--- src/rtl/vmem_rect_fill.sv ---
// Rectangle-fill engine on the vmem write port; CPU stores pass through with priority.
// Define VMEM_FILL_CLIP_EN to clip fills to the FB_W x FB_H frame buffer.
`timescale 1ns/1ps
module vmem_rect_fill #(
  parameter int FB_W = 240,
  parameter int FB_H = 240
) (
  input  logic        clk_i,
  input  logic        rst_ni,
  input  logic        reg_we_i,
  input  logic [3:0]  reg_addr_i,
  input  logic [31:0] reg_wdata_i,
  output logic [31:0] reg_rdata_o,
  input  logic        cpu_we_i,
  input  logic [15:0] cpu_addr_i,
  input  logic [2:0]  cpu_wdata_i,
  output logic        vmem_we_o,
  output logic [15:0] vmem_addr_o,
  output logic [2:0]  vmem_wdata_o,
  output logic        busy_o,
  output logic        done_o
);

  if (FB_W < 1 || FB_W > 256 || FB_H < 1 || FB_H > 256) begin : g_fb_range
    $error("vmem_rect_fill: FB_W/FB_H must fit 8-bit coordinates");
  end

  typedef enum logic [1:0] {S_IDLE, S_SETUP, S_RUN, S_DONE} state_t;
  state_t state_q, state_d;

  logic [7:0] org_x_q, org_y_q;
  logic [8:0] size_w_q, size_h_q;
  logic [2:0] color_q;
  logic       done_flag_q, abort_flag_q;

  logic [8:0] x_q, y_q, x_last_q, y_last_q;
  logic [7:0] x0_q;
  logic [2:0] fill_color_q;
  logic [8:0] we_eff, he_eff;

  logic ctrl_wr, start_req, abort_req, busy, eng_we, last_px;

  assign ctrl_wr   = reg_we_i && (reg_addr_i[3:2] == 2'd0);
  assign start_req = ctrl_wr && reg_wdata_i[0];
  assign abort_req = ctrl_wr && reg_wdata_i[1];
  assign busy      = (state_q == S_SETUP) || (state_q == S_RUN);
  assign eng_we    = (state_q == S_RUN) && !cpu_we_i;
  assign last_px   = (x_q == x_last_q) && (y_q == y_last_q);

  logic unused_bits;
  assign unused_bits = ^{reg_wdata_i[31:25], reg_wdata_i[15:9], reg_addr_i[1:0]};

`ifdef VMEM_FILL_CLIP_EN
  localparam logic [9:0] FB_W10 = 10'(FB_W);
  localparam logic [9:0] FB_H10 = 10'(FB_H);
  logic [8:0] x_room, y_room;

  always_comb begin
    x_room = 9'(FB_W10 - {2'b00, org_x_q});
    y_room = 9'(FB_H10 - {2'b00, org_y_q});
    we_eff = '0;
    he_eff = '0;
    // Origin outside the frame buffer leaves a zero-area fill.
    if ({2'b00, org_x_q} < FB_W10) we_eff = (size_w_q < x_room) ? size_w_q : x_room;
    if ({2'b00, org_y_q} < FB_H10) he_eff = (size_h_q < y_room) ? size_h_q : y_room;
  end
`else
  assign we_eff = size_w_q;
  assign he_eff = size_h_q;
`endif

  always_ff @(posedge clk_i or negedge rst_ni) begin
    if (!rst_ni) state_q <= S_IDLE;
    else         state_q <= state_d;
  end

  always_comb begin
    state_d = state_q;
    case (state_q)
      S_IDLE:  if (start_req) state_d = S_SETUP;
      S_SETUP: begin
        if (abort_req)                           state_d = S_IDLE;
        else if (we_eff == '0 || he_eff == '0)   state_d = S_DONE;
        else                                     state_d = S_RUN;
      end
      S_RUN: begin
        if (abort_req)              state_d = S_IDLE;
        else if (eng_we && last_px) state_d = S_DONE;
      end
      S_DONE:  state_d = S_IDLE;
      default: state_d = S_IDLE;
    endcase
  end

  always_ff @(posedge clk_i or negedge rst_ni) begin
    if (!rst_ni) begin
      org_x_q  <= '0;
      org_y_q  <= '0;
      size_w_q <= '0;
      size_h_q <= '0;
      color_q  <= '0;
    end else if (reg_we_i) begin
      case (reg_addr_i[3:2])
        2'd1: begin
          org_x_q <= reg_wdata_i[7:0];
          org_y_q <= reg_wdata_i[23:16];
        end
        2'd2: begin
          size_w_q <= reg_wdata_i[8:0];
          size_h_q <= reg_wdata_i[24:16];
        end
        2'd3:    color_q <= reg_wdata_i[2:0];
        default: ;
      endcase
    end
  end

  always_ff @(posedge clk_i or negedge rst_ni) begin
    if (!rst_ni) begin
      done_flag_q  <= 1'b0;
      abort_flag_q <= 1'b0;
    end else begin
      if (state_q == S_IDLE && start_req) begin
        done_flag_q  <= 1'b0;
        abort_flag_q <= 1'b0;
      end
      if (state_q == S_DONE)  done_flag_q  <= 1'b1;
      if (busy && abort_req)  abort_flag_q <= 1'b1;
    end
  end

  // Working copies are taken in SETUP so register writes only affect the next fill.
  always_ff @(posedge clk_i or negedge rst_ni) begin
    if (!rst_ni) begin
      x_q          <= '0;
      y_q          <= '0;
      x_last_q     <= '0;
      y_last_q     <= '0;
      x0_q         <= '0;
      fill_color_q <= '0;
    end else if (state_q == S_SETUP) begin
      x_q          <= {1'b0, org_x_q};
      y_q          <= {1'b0, org_y_q};
      x0_q         <= org_x_q;
      x_last_q     <= {1'b0, org_x_q} + we_eff - 9'd1;
      y_last_q     <= {1'b0, org_y_q} + he_eff - 9'd1;
      fill_color_q <= color_q;
    end else if (eng_we) begin
      if (x_q == x_last_q) begin
        x_q <= {1'b0, x0_q};
        y_q <= y_q + 9'd1;
      end else begin
        x_q <= x_q + 9'd1;
      end
    end
  end

  always_ff @(posedge clk_i or negedge rst_ni) begin
    if (!rst_ni) begin
      reg_rdata_o <= '0;
    end else begin
      case (reg_addr_i[3:2])
        2'd0:    reg_rdata_o <= {29'd0, abort_flag_q, done_flag_q, busy};
        2'd1:    reg_rdata_o <= {8'd0, org_y_q, 8'd0, org_x_q};
        2'd2:    reg_rdata_o <= {7'd0, size_h_q, 7'd0, size_w_q};
        default: reg_rdata_o <= {29'd0, color_q};
      endcase
    end
  end

  always_comb begin
    vmem_we_o    = cpu_we_i | eng_we;
    vmem_addr_o  = '0;
    vmem_wdata_o = '0;
    if (cpu_we_i) begin
      vmem_addr_o  = cpu_addr_i;
      vmem_wdata_o = cpu_wdata_i;
    end else if (eng_we) begin
      vmem_addr_o  = {y_q[7:0], x_q[7:0]};
      vmem_wdata_o = fill_color_q;
    end
  end

  assign busy_o = busy;
  assign done_o = (state_q == S_DONE);

endmodule

--- config.mk ---
export PLATFORM = sky130hd
export DESIGN_NAME = vmem_rect_fill
export DESIGN_NICKNAME = d
export VERILOG_FILES = /design/src/rtl/vmem_rect_fill.sv
export SDC_FILE = /design/constraint.sdc
export NUM_CORES = 1
export LEC_CHECK = 0
export ABC_AREA = 1
export CORE_MARGIN = 5
export CORE_UTILIZATION = 55
export CTS_CLUSTER_SIZE = 16
export DETAILED_ROUTE_END_ITERATION = 12
export PLACE_DENSITY = 0.83
export SKIP_CTS_REPAIR_TIMING = 1
export SKIP_LAST_GASP = 1
export SLEW_MARGIN = 20
export SYNTH_ARGS = -nofsm -noshare
export SYNTH_HDL_FRONTEND = slang
export SYNTH_SLANG_ARGS = --single-unit
--- constraint.sdc ---
create_clock -name clk_i -period 5.6 [get_ports clk_i]
set_input_delay 1.12 -clock clk_i [delete_from_list [all_inputs] [get_ports clk_i]]
set_output_delay 1.12 -clock clk_i [all_outputs]
set_load 0.02 [all_outputs]
==> results.txt <==
- Vias after detailed routing: approximately 5,300
- Max transition margin: 33.9%
* Number of synthesized flops with an enable pin: 0
* Cells taking the most area after synthesis: sky130_fd_sc_hd__dfrtp_1 43%, sky130_fd_sc_hd__nand2_1 13%, sky130_fd_sc_hd__inv_1 8.7%
- Total CTS buffers: 9
* Pin count of the biggest net entering global routing: 60
* Switching power share of the total: 42.4%
- At the pin with the least slew margin, the transition time is 0.990 ns.
- Type of the setup path with the least slack: input pin to output pin
- After detailed routing, the average wire length per cell comes to roughly 14 µm.
* Summed instance area of the synthesized netlist: just over 6000 µm²
- For this run, the total global-route usage over all layers was measured as a little over a fifth.
* Endpoint type of the worst setup path: output pin
- Startpoint of the worst-slack reg-to-reg timing path: state_q[0]
- Placeable core region: 10,900 µm²
- Worst clock skew: 0.0128 ns
- After detailed routing, the number of vias per cell comes to 5.16.
- Number of distinct standard cells referenced by the synthesized netlist: 35
* Storage cell area: 2650 µm²
- Excluding fillers, the count of instances in the completed layout stands at approximately 1,000.
- The worst-case IR drop observed on VDD is around 250 µV.
- Combinational logic burns 44.3% of the power.
- Once detail routing completed, the nets flagged for antenna violations numbered 0.
* Cell row count: 38
* FF-to-FF path depth: 9
- Number of global-route vias before repair: 4,849
- Hold Crit Depth: 2
- The repair_antennas step left the layout with diodes totalling 0.
- The path class of the tightest hold or removal check is flip-flop to flip-flop.
- Fmax achieved: 222 MHz
- Setup repair after global routing left no endpoint under its margin.
* Yosys top cell by area: sky130_fd_sc_hd__dfrtp_1
- The clock passes through at most 2 buffers.
- DPL Wire Length: a little over 10,000 µm
- For the worst-skew pair, the clock arrives at the later sink with an insertion delay of between 0.3 and 0.4 ns.
* Fill cells: just over 900
- Buffers placed on the I/O ports in this run total 82.
* Number of pins with negative max-slew slack in the final report: 0
- In the final layout, the multi-input gates occupy 2790 µm².
- The tree built by TritonCTS fans out to between 100 and 150 sinks.
- At the end of routability-driven placement, the weighted congestion stood at 0.918.
- Clock tree from TritonCTS: built
- Final period utilization: between 80% and 90%
- Summed over all layers, the global routing overflow is 0.
* Sequential group share of total power: a little over a third
* Critical path arrival: 3.38 ns
- After synthesis the netlist holds a flip-flop and latch count of 106.
- The tree is rooted in a sky130_fd_sc_hd__clkbuf_16.
* Die Outline Area: 13,500 µm²
- Dividing the synthesized area by the synthesized cell count gives 7.65 µm².
* Worst setup SP type: input pin
- Count of mapped cells out of synthesis: 808
- Width of the chip: 116 µm
- In the synthesized netlist the async set-or-reset flop fraction comes to between 90% and 100%.
* Commonest cells in the synthesized netlist: 210 x sky130_fd_sc_hd__nand2_1, 144 x sky130_fd_sc_hd__inv_1, 106 x sky130_fd_sc_hd__dfrtp_1
* Starting density of the core: 56.5%
- The worst hold path begins at he_eff[3].
* Min Tclk post-route: 4.50 ns
- Placed Instances: 1,007
* Post-layout util: 66.7%
- Max-capacitance violation count: 0
- Outcome: finished, final reports clean
- In this run the count of I/O pins placed on the die edge is between 100 and 150.
- Aggregate routed wire length: around 14,000 µm
- After the last flow step, the layout net total stands at about 980.
- For this block, the initial DRC count from the detailed router was 443.
- Worst reg2reg path endpoint: x_q[4]
* Global-route wire length before repair: 23,300 µm
- Fraction of power consumed by the clock network: 19.2%
- Die Span Y: 116 µm
- The path with the worst hold slack has its endpoint at he_eff[3].
* Final hold violation count: 0
- After clock tree synthesis, the clock-pin slew on the worst setup and hold paths is 0.08 ns.
- Power per cell area: ~440 nW/µm²
- Count leader, synth: sky130_fd_sc_hd__nand2_1
* DRC errors left: 0
* Register-to-register setup slack: ~3.3 ns
* Initial antenna violation count: 0
- The pre-antenna-repair detailed-routing pass consisted of 5 iterations.
- Final TNS setup: 0 ns
- Internal Dissipation: 1.83 mW
- Share of layout cells above drive strength 1: 4.08%
- Maximum fanout encountered on the critical timing path: 23
- Sequential cells were found to cover ~43% of the synthesized design area.
- Compared with the post-synthesis result, the final layout area differs by 18.0%.
- Most frequently used flop master after synthesis: sky130_fd_sc_hd__dfrtp_1
- The share of synthesized area in the top cell type comes to 42.9%.
* Switching Power: 1.35 mW
- Setup violations remaining at the end of the flow were counted as 0.
- H-tree levels: 3
- For this run, the number of Yosys warnings is 0.
* Data required, critical path: 4.48 ns
* Static leakage: approximately 3.7 nW
## per-stage QoR
stage | setup slack [ns] | instance area (µm²) | total power [mW] | hold WS, ns
global route | 0.859 | 7290 | 3.46 | 0.528
CTS | 1.03 | 7290 | 3.18 | 0.490
global placement | 1.07 | 7000 | 2.51 | 0.466
finish | 1.10 | 7290 | 3.19 | 0.487
detailed placement | 1.02 | 7000 | 2.56 | 0.473
floorplan | 2.56 | 6230 | 2.19 | 0.453
## layout make-up
class | instances | area share (%)
clock buffers | 9 | 3.09
flip-flops and latches | 106 | 36.4
repair buffers | 85 | 11.5
well taps | 140 | 2.40
clock inverters | 7 | 0.806
inverters | 147 | 7.57
multi-input cells | 529 | 38.2
## cell families after synthesis
family                     count (synthesis)  share of synthesized area (%)
DFF                                      106                           42.9
adders and majority gates                 38                           7.94
xor gates and xnor gates                  15                           2.13
other                                      1                         0.0607
buffers and inverters                    186                           12.8
and+or+nand+nor                          324                           21.9
AOI/OAI and AO/OA                        138                           12.2
## worst max-delay path by stage
stage | end | cells after the start | slack, ns | from
2_1_floorplan | vmem_addr_o[15] | 4 | 2.56 | cpu_we_i
3_3_place_gp | vmem_addr_o[0] | 7 | 1.07 | cpu_we_i
3_5_place_dp | vmem_addr_o[0] | 7 | 1.02 | cpu_we_i
4_1_cts | vmem_addr_o[0] | 7 | 1.03 | cpu_we_i
5_1_grt | vmem_addr_o[0] | 7 | 0.86 | cpu_we_i
6_report | vmem_addr_o[0] | 7 | 1.10 | cpu_we_i
## registers in the layout (all words and copies together) (netlist names), 8 cells and up
register	flops
he_eff	9
y_q	9
x_q	9
reg_rdata_o	18
y_last_q	9
org_x_q	8
x_last_q	9
x0_q	8
size_w_q	9
org_y_q	8
## worst max-delay path: stages
cell and delay [ns]:
sky130_fd_sc_hd__clkdlybuf4s50_1 0.45, sky130_fd_sc_hd__buf_4 0.23, sky130_fd_sc_hd__inv_1 0.06, sky130_fd_sc_hd__nand2_1 0.52, sky130_fd_sc_hd__inv_1 0.22, sky130_fd_sc_hd__a22o_1 0.23, sky130_fd_sc_hd__clkdlybuf4s50_1 0.54
## power by group through the flow
stage	Combinational (mW)	Clock, mW	Sequential (mW)
2_1_floorplan	1.06	0	1.13
3_3_place_gp	1.35	0	1.16
3_5_place_dp	1.39	0	1.17
4_1_cts	1.41	0.617	1.16
5_1_grt	1.62	0.652	1.19
6_report	1.41	0.610	1.16
## per-layer routing
layer / routed length [µm] / GRT usage [%]
met3: 864 / 3.19
met4: 116 / 4.49
met1: 6690 / 32.0
met5: 0 / 0
met2: 6440 / 34.0
## placed cells by master (no fill, tap or decap), types with 4 or more instances in the layout
cell / synthesis / final
sky130_fd_sc_hd__nand3_1: 53 / 52
sky130_fd_sc_hd__or2_2: 5 / 5
sky130_fd_sc_hd__a21oi_1: 14 / 14
sky130_fd_sc_hd__inv_1: 144 / 144
sky130_fd_sc_hd__conb_1: 1 / 14
sky130_fd_sc_hd__clkdlybuf4s50_1: 0 / 81
sky130_fd_sc_hd__clkbuf_16: 0 / 9
sky130_fd_sc_hd__nand2_1: 210 / 210
sky130_fd_sc_hd__dfrtp_1: 106 / 106
sky130_fd_sc_hd__xnor2_1: 7 / 7
sky130_fd_sc_hd__nor2_1: 38 / 38
sky130_fd_sc_hd__nor3_1: 4 / 4
sky130_fd_sc_hd__buf_4: 15 / 4
sky130_fd_sc_hd__nand4_1: 9 / 9
sky130_fd_sc_hd__inv_6: 0 / 4
sky130_fd_sc_hd__o21ai_0: 94 / 94
sky130_fd_sc_hd__ha_1: 36 / 36
sky130_fd_sc_hd__xor2_1: 8 / 8
sky130_fd_sc_hd__o22ai_1: 14 / 14
Power figures use the tool's default switching activity.
